==> config.mk <==
export PLATFORM = sky130hd
export DESIGN_NAME = ones_mod_tracker
export DESIGN_NICKNAME = d
export VERILOG_FILES = /design/src/rtl/ones_mod_pkg.sv /design/src/rtl/ones_mod_channel.sv /design/src/rtl/ones_mod_tracker.sv
export SDC_FILE = /design/constraint.sdc
export NUM_CORES = 1
export LEC_CHECK = 0
export ABC_CLOCK_PERIOD_IN_PS = 3300
export CAP_MARGIN = 10
export CORE_ASPECT_RATIO = 1.75
export CORE_UTILIZATION = 52
export DETAILED_ROUTE_END_ITERATION = 16
export PLACE_DENSITY = 0.91
export RECOVER_POWER = 50
export SYNTH_ARGS = -nofsm -noshare
export SYNTH_HDL_FRONTEND = slang
export SYNTH_SLANG_ARGS = --single-unit
==> constraint.sdc <==
create_clock -name gclk -period 3.3 [get_ports gclk]
set_clock_uncertainty 0.05 [all_clocks]
set_input_delay 0.99 -clock gclk [delete_from_list [all_inputs] [get_ports gclk]]
set_output_delay 0.99 -clock gclk [all_outputs]
set_load 0.01 [all_outputs]
==> src/rtl/ones_mod_pkg.sv <==
// Shared definitions for the ones-count modulus tracker: counting modes and
// the residue/wrap-counter widths.
package ones_mod_pkg;

    localparam int MODE_LEVEL = 0;
    localparam int MODE_EDGE  = 1;
    localparam int WRAP_CNT_W = 8;

    // A modulus of 2 still needs one residue bit.
    function automatic int residue_width(input int modulus);
        return (modulus <= 2) ? 1 : $clog2(modulus);
    endfunction

endpackage

==> src/rtl/ones_mod_channel.sv <==
// One tracker channel: input synchronizer, optional rising-edge detect,
// residue counter modulo MODULUS and a saturating wrap counter.
module ones_mod_channel
    import ones_mod_pkg::*;
#(
    parameter int MODULUS = 2,
    parameter int MODE    = MODE_LEVEL
) (
    input  logic                            gclk,
    input  logic                            resetn,
    input  logic                            in_bit,
    input  logic                            en,
    input  logic                            clr,
    output logic [residue_width(MODULUS)-1:0] residue,
    output logic                            wrap_pulse,
    output logic [WRAP_CNT_W-1:0]           wrap_count
);

    localparam int RW      = residue_width(MODULUS);
    localparam bit IS_POW2 = ((MODULUS & (MODULUS - 1)) == 0);

    // Declaration values give the FPGA the same power-up state as reset.
    logic                  s1_q = 1'b0;
    logic                  s2_q = 1'b0;
    logic                  s3_q = 1'b0;
    logic [RW-1:0]         residue_q = '0;
    logic                  wrap_pulse_q = 1'b0;
    logic [WRAP_CNT_W-1:0] wrap_count_q = '0;

    logic                  s1_d;
    logic                  s2_d;
    logic                  s3_d;
    logic [RW-1:0]         residue_d;
    logic                  wrap_pulse_d;
    logic [WRAP_CNT_W-1:0] wrap_count_d;
    logic                  count_ev;
    logic                  at_top;

    always_comb begin
        s1_d         = in_bit;
        s2_d         = s1_q;
        s3_d         = s2_q;
        residue_d    = residue_q;
        wrap_pulse_d = 1'b0;
        wrap_count_d = wrap_count_q;
        count_ev     = (MODE == MODE_EDGE) ? (s2_q & ~s3_q) : s2_q;
        at_top       = (residue_q == RW'(MODULUS - 1));

        // A clear wins over a same-cycle event; the event is dropped.
        if (clr) begin
            residue_d    = '0;
            wrap_count_d = '0;
        end else if (en && count_ev) begin
            if (IS_POW2) begin
                residue_d = residue_q + 1'b1;
            end else begin
                residue_d = at_top ? '0 : residue_q + 1'b1;
            end
            if (at_top) begin
                wrap_pulse_d = 1'b1;
                if (wrap_count_q != '1) begin
                    wrap_count_d = wrap_count_q + 1'b1;
                end
            end
        end
    end

    always_ff @(posedge gclk) begin
        if (!resetn) begin
            s1_q         <= 1'b0;
            s2_q         <= 1'b0;
            s3_q         <= 1'b0;
            residue_q    <= '0;
            wrap_pulse_q <= 1'b0;
            wrap_count_q <= '0;
        end else begin
            s1_q         <= s1_d;
            s2_q         <= s2_d;
            s3_q         <= s3_d;
            residue_q    <= residue_d;
            wrap_pulse_q <= wrap_pulse_d;
            wrap_count_q <= wrap_count_d;
        end
    end

    assign residue    = residue_q;
    assign wrap_pulse = wrap_pulse_q;
    assign wrap_count = wrap_count_q;

endmodule

==> src/rtl/ones_mod_tracker.sv <==
// Multi-channel ones-count modulus tracker; each channel is an independent
// ones_mod_channel with its own clear.
module ones_mod_tracker
    import ones_mod_pkg::*;
#(
    parameter int CHANNELS = 4,
    parameter int MODULUS  = 2,
    parameter int MODE     = MODE_LEVEL
) (
    input  logic                                       gclk,
    input  logic                                       resetn,
    input  logic [CHANNELS-1:0]                        in_bits,
    input  logic                                       en,
    input  logic [CHANNELS-1:0]                        clr,
    output logic [CHANNELS*residue_width(MODULUS)-1:0] residue,
    output logic [CHANNELS-1:0]                        is_zero,
    output logic [CHANNELS-1:0]                        wrap_pulse,
    output logic [CHANNELS*WRAP_CNT_W-1:0]             wrap_count
);

    localparam int RW = residue_width(MODULUS);

    generate
        for (genvar gi = 0; gi < CHANNELS; gi++) begin : g_ch
            ones_mod_channel #(
                .MODULUS (MODULUS),
                .MODE    (MODE)
            ) u_ch (
                .gclk       (gclk),
                .resetn     (resetn),
                .in_bit     (in_bits[gi]),
                .en         (en),
                .clr        (clr[gi]),
                .residue    (residue[gi*RW +: RW]),
                .wrap_pulse (wrap_pulse[gi]),
                .wrap_count (wrap_count[gi*WRAP_CNT_W +: WRAP_CNT_W])
            );

            assign is_zero[gi] = (residue[gi*RW +: RW] == '0);
        end
    endgenerate

endmodule

Yosys cells after proc, flatten, opt, wreduce, memory -nomap -nowiden --
Index checks and enable logic that the tools add are counted.
Cells by class: equality and inequality tests 4, add/sub/neg operators 8, reduce and logical (&&, ||, !) cells 16, bitwise gates (word level) 9, multiplexer cells 4
Operators with widths (number):
- $add A8 B1 Y8 const B | 4
- $ne A8 B8 Y1 const B | 4
- $reduce_and A3 Y1 | 4
- $reduce_or A3 Y1 | 4
- $not A1 Y1 | 9
- $reduce_or A2 Y1 | 4
- $add A1 B1 Y1 const B | 4
- $logic_and A1 B1 Y1 | 4
- $mux W1 | 4
Word-level totals: output and inout port bits 44, word-level logic and storage cells 61, register bits after elaboration 48, input port bits 11

Logic depth before layout (Yosys ltp) --
depth after elaboration 3, gate-level depth with buffers 5, mapped depth without buffers 5

Modules after synthesis --
Synthesis repeated with hierarchy kept, for this count alone.
Second synthesis, totals: cells, all modules 236, area total of the unflattened synthesis 2137.0 um^2
By module, submodules not included:
- ones_mod_channel | cells an instance 58, seq. area each 240.2 um^2, times used 4, area each 530.5 um^2
- ones_mod_tracker | cells an instance 4, seq. area each 0.0 um^2, times used 1, area each 15.0 um^2

Least setup slack after synthesis --
Ideal clock, no wire load.
path type input port to flip-flop, start input port en, end register g_ch[1].u_ch.wrap_count_q[7], stages 5, library setup time 121 ps, buffers on the path 1, slack 1242 ps, arrival 1887 ps, data required time 3129 ps, path through and3_1 > buf_4 > and4_1 > nand4_1 > mux2_4
On the way: longest elaborated chain between the ends 2
RTL lines:
- from (decl) | RTL line ones_mod_tracker.sv:13 | input logic en,
- $logic_and A1 B1 Y1 | RTL line ones_mod_channel.sv:53 | end else if (en && count_ev) begin
- $reduce_and A3 Y1 (no line)
- to (signal assigned) | RTL line ones_mod_channel.sv:82 | wrap_count_q <= wrap_count_d;
- to (decl) | RTL line ones_mod_channel.sv:28 | logic [WRAP_CNT_W-1:0] wrap_count_q = '0;
No other way between the ends. A chain may end at the register's enable or synchronous reset.

Final worst setup path --
start input port en, end register g_ch[3].u_ch.wrap_count_q[7]
On the way: longest elaborated chain between the ends 2
RTL lines (RTL line):
- $logic_and A1 B1 Y1 | ones_mod_channel.sv:53
- $reduce_and A3 Y1 (no line)
- to (signal assigned) | ones_mod_channel.sv:82
- to (decl) | ones_mod_channel.sv:28
No other way between the ends.

==> results.cfg <==
[route]
detail_route.drc_violations = 0
first_iter_violations = 42
drt-total-wl_um = 4397
wire_per_inst_um = 13.05
detailed_route_vias_per_instance = 5.537
drtAntennaViolNets = 0
drt_pre_antenna_iters = 4
detailroute.via_count = 1866

[cts]
cts_repair_resize_count = 0
htree_levels = 2
clock_sinks = 48
cts_hold_buffers = 0
cts.reportedPaths.clkPinSlew_ns = 0.09
clock_tree_from_tritoncts = done
cts_buffers = 5
insertion_delay_ns = 0.30
root_buffer = sky130_fd_sc_hd__clkbuf_8
post-cts-setup-buffer-count = 0
cts-root-to-sink-buffers = 2

[layout]
final_area_sq_mm = 0.002814
post-route-util = 0.7208
nNetsFinal = 303
area_growth_syn_to_layout_pct = 30.60
antenna-diode-count = 0
post_layout_nonfiller_instances = 337
post_route_cells_drive_above_1_share = 0.04498

[floorplanning]
design.core.area_sq_mm = 0.003904
design.die.area_sq_mm = 0.004415
initial_core_util = 0.5519
die_height_um = 87.15
row_count = 30
fp.dieW_um = 50.66
io-pin-count = 55

[setup_path]
crit_arrival_ns = 2.89
reg2reg_capture_point = g_ch[2].u_ch.wrap_count[1]
timing.critical_path.slowest_cell_delay_ns = 0.54
critical_path_buf_inv_count = 2
critical_path.max_fanout = 10
worst-r2r-cell-count = 5
r2r_slack_ns = 1.57
critPathKind = input pin to register
critical_path.reg2reg.startpoint = g_ch[2].u_ch.wrap_count[0]
critical_path_source_type = input pin
cp_cell_sequence = dlygate4sd3_1 -> clkbuf_1 -> nand3_2 -> nor3_1 -> a31oi_1 -> a211oi_1
crit_path_top_delay_cell = sky130_fd_sc_hd__dlygate4sd3_1
critical_path_required_ns = 3.47
critical_path.endpoint_type = register
critPathTopFamily = buffers and inverters

[placed_design]
io_buffers = 54
place_inst = 329
placed_area_sq_mm = 0.002669
place_worst_setup_slack_ns = 0.6607
finalWeightedCongestion = 0.8370
post-dp-hpwl_um = 3179

[power]
netSwitchingFraction = 0.1815
power_density_mw_per_mm2 = 425.6
total_power_mw = 1.198
standby_leakage_power_nw = 1.039
p_int_mw = 0.9802
pwr-share-seq = 0.490
net-switching-power_mw = 0.2174
peakVddDrop_uv = 379.1
power_frac_comb = 0.029
power_frac_clock = 0.482

[sta]
timing.setup.tns_ns = 0
max_freq_mhz = 368.1
rsz0062_at_grt = false
layout_worst_path_cycle_share = 0.8233
fin_crit_ns = 2.717
final_hold_viol_count = 0
maxSlewHeadroom = 0.6660
worst_pin_slew_ns = 0.4958
final_critical_path_setup_slack_ns = 0.5833
final-setup-viol-count = 0
report.final.slew_viol_count = 0
timing.hold.ws_ns = 0.3891

[min_path]
hold_class = register to register
timing.hold.worst_endpoint = g_ch[0].u_ch.count_ev
hold_start = g_ch[0].u_ch.s1_q
number_of_stages_on_the_worst_hold_path = 1

[logic_synthesis]
postSynthCellCount = 241
sequential_share_of_the_synthesized_area = 0.4460
asyncSetResetFlopFracSynth = 0
synth.net_count = 256
yosys_warnings = 0
syn_avg_cell_area_sq_um = 8.940
postSynthRegisterBits = 48
synth_edf_count = 0
synthFlopType = sky130_fd_sc_hd__dfxtp_1
ys_types = 35
syn-cell-area_sq_mm = 0.002155

[global_route]
grt-ovfl-total = 0
antenna_found_initial = 0
via_count_of_the_first_global_routing_pass = 1762
global_route_usage_over_all_layers = 0.2163
grt_first_pass_wirelength_um = 7300
largest_net_degree_at_the_start_of_global_routing = 16

[run_status]
status = finished clean

[run]
maxCapViolations = 0
worst max path at each step:
stage	end	start	cells past startpoint	slack, ns
2_1_floorplan	g_ch[1].u_ch.wrap_count[7]	en	5	1.24
3_3_place_gp	g_ch[1].u_ch.wrap_count[7]	en	5	0.70
3_5_place_dp	g_ch[1].u_ch.wrap_count[7]	en	5	0.66
4_1_cts	wrap_count[30]	g_ch[3].u_ch.wrap_count[6]	1	0.90
5_1_grt	g_ch[3].u_ch.wrap_count[7]	en	6	0.46
6_report	g_ch[3].u_ch.wrap_count[7]	en	6	0.58
cell usage in the layout, fill, tap and decap left out:
cell,Yosys,layout
sky130_fd_sc_hd__a211oi_1,5,5
sky130_fd_sc_hd__a21oi_1,4,4
sky130_fd_sc_hd__a31oi_1,3,3
sky130_fd_sc_hd__a41oi_1,1,1
sky130_fd_sc_hd__and2_0,0,5
sky130_fd_sc_hd__and2_1,9,4
sky130_fd_sc_hd__and3_1,9,9
sky130_fd_sc_hd__and4_1,2,2
sky130_fd_sc_hd__and4b_1,1,1
sky130_fd_sc_hd__bufinv_16,0,3
sky130_fd_sc_hd__clkbuf_1,5,1
sky130_fd_sc_hd__clkbuf_8,0,5
sky130_fd_sc_hd__clkdlybuf4s50_1,0,47
sky130_fd_sc_hd__dfxtp_1,48,48
sky130_fd_sc_hd__dlygate4sd3_1,0,7
sky130_fd_sc_hd__ha_1,4,4
sky130_fd_sc_hd__inv_1,9,9
sky130_fd_sc_hd__mux2_4,1,1
sky130_fd_sc_hd__mux2i_1,13,13
sky130_fd_sc_hd__nand2_1,16,16
sky130_fd_sc_hd__nand2b_1,6,6
sky130_fd_sc_hd__nand3_1,9,10
sky130_fd_sc_hd__nand3_2,2,1
sky130_fd_sc_hd__nand3b_1,1,1
sky130_fd_sc_hd__nand4_1,8,8
sky130_fd_sc_hd__nor2_1,37,37
sky130_fd_sc_hd__nor3_1,5,6
sky130_fd_sc_hd__nor3_2,2,1
sky130_fd_sc_hd__nor3b_1,2,2
sky130_fd_sc_hd__nor4_1,1,1
sky130_fd_sc_hd__nor4_2,1,1
sky130_fd_sc_hd__o211ai_1,6,6
sky130_fd_sc_hd__o21ai_0,2,5
sky130_fd_sc_hd__o31ai_1,1,1
sky130_fd_sc_hd__o31ai_2,1,1
sky130_fd_sc_hd__or3_1,2,2
sky130_fd_sc_hd__xnor2_1,4,4
sky130_fd_sc_hd__xor2_1,8,8
final cells by class:
class	instances	area, sq um
Tap cell	48	60.06
Multi-Input combinational cell	169	1056
Sequential cell	48	960.9
Clock buffer	5	68.82
Fill cell	313	1090
Timing Repair Buffer	55	544.3
Clock inverter	3	90.09
Inverter	9	33.78
power groups by stage:
stage                     clock [mW]  combinational, mW  sequential, mW
after floorplan                    0             0.0193           0.599
after global placement             0             0.0351           0.600
after detailed placement           0             0.0359           0.600
after CTS                      0.583             0.0363           0.587
after global routing           0.609             0.0387           0.587
final                          0.577             0.0343           0.586
registers in the layout, indices dropped and copies added (netlist names):
name	cells
g_ch.u_ch.s1_q	4
g_ch.u_ch.wrap_pulse	4
g_ch.u_ch.count_ev	4
g_ch.u_ch.residue	4
g_ch.u_ch.wrap_count	32
kinds of logic (layout without fill, tap and decap cells):
family | Yosys count | count (layout) | share of synthesized area
AND/OR/NAND/NOR | 113 | 113 | 0.2741
AO/OA/AOI/OAI | 26 | 26 | 0.08130
adder cells (fa/ha/maj) | 4 | 4 | 0.02323
buffers and inverters | 24 | 72 | 0.05923
multiplexers | 14 | 14 | 0.06736
XOR/XNOR | 12 | 12 | 0.04878
flip-flops | 48 | 48 | 0.4460
Yosys cell counts, types with 2 or more instances:
cell type	instances	area (sq um)
sky130_fd_sc_hd__nand4_1	8	50.05
sky130_fd_sc_hd__nor3b_1	2	15.01
sky130_fd_sc_hd__dfxtp_1	48	960.9
sky130_fd_sc_hd__a211oi_1	5	37.54
sky130_fd_sc_hd__a21oi_1	4	20.02
sky130_fd_sc_hd__and3_1	9	56.30
sky130_fd_sc_hd__nand3_2	2	20.02
sky130_fd_sc_hd__o211ai_1	6	45.04
sky130_fd_sc_hd__nand2_1	16	60.06
sky130_fd_sc_hd__inv_1	9	33.78
sky130_fd_sc_hd__a31oi_1	3	18.77
sky130_fd_sc_hd__nor3_1	5	25.02
sky130_fd_sc_hd__nand3_1	9	45.04
sky130_fd_sc_hd__or3_1	2	12.51
sky130_fd_sc_hd__mux2i_1	13	130.1
sky130_fd_sc_hd__o21ai_1	3	15.01
sky130_fd_sc_hd__clkbuf_1	5	18.77
sky130_fd_sc_hd__buf_4	10	75.07
sky130_fd_sc_hd__nor2_1	37	138.9
sky130_fd_sc_hd__ha_1	4	50.05
sky130_fd_sc_hd__xor2_1	8	70.07
sky130_fd_sc_hd__and4_1	2	17.52
sky130_fd_sc_hd__xnor2_1	4	35.03
sky130_fd_sc_hd__and2_1	9	56.30
sky130_fd_sc_hd__o21ai_0	2	10.01
sky130_fd_sc_hd__nand2b_1	6	37.54
sky130_fd_sc_hd__nor3_2	2	20.02
worst reg2reg max path, delay by kind of cell, from the launching register on:
family / cells / cell delay [ns]
compound gates: 1 / 0.37
fa+ha+maj: 1 / 0.27
flops: 1 / 0.42
mux: 1 / 0.22
simple gates: 2 / 0.29
layer usage:
layer	GRT usage	vias to the layer above	routed length, um
met2	0.3867	53	2373
li1	-	922	-
met3	0.04538	17	153
met5	0	-	0
met1	0.2258	874	1748
met4	0.1288	0	121
Note: power is estimated with default switching activity, not from simulation.
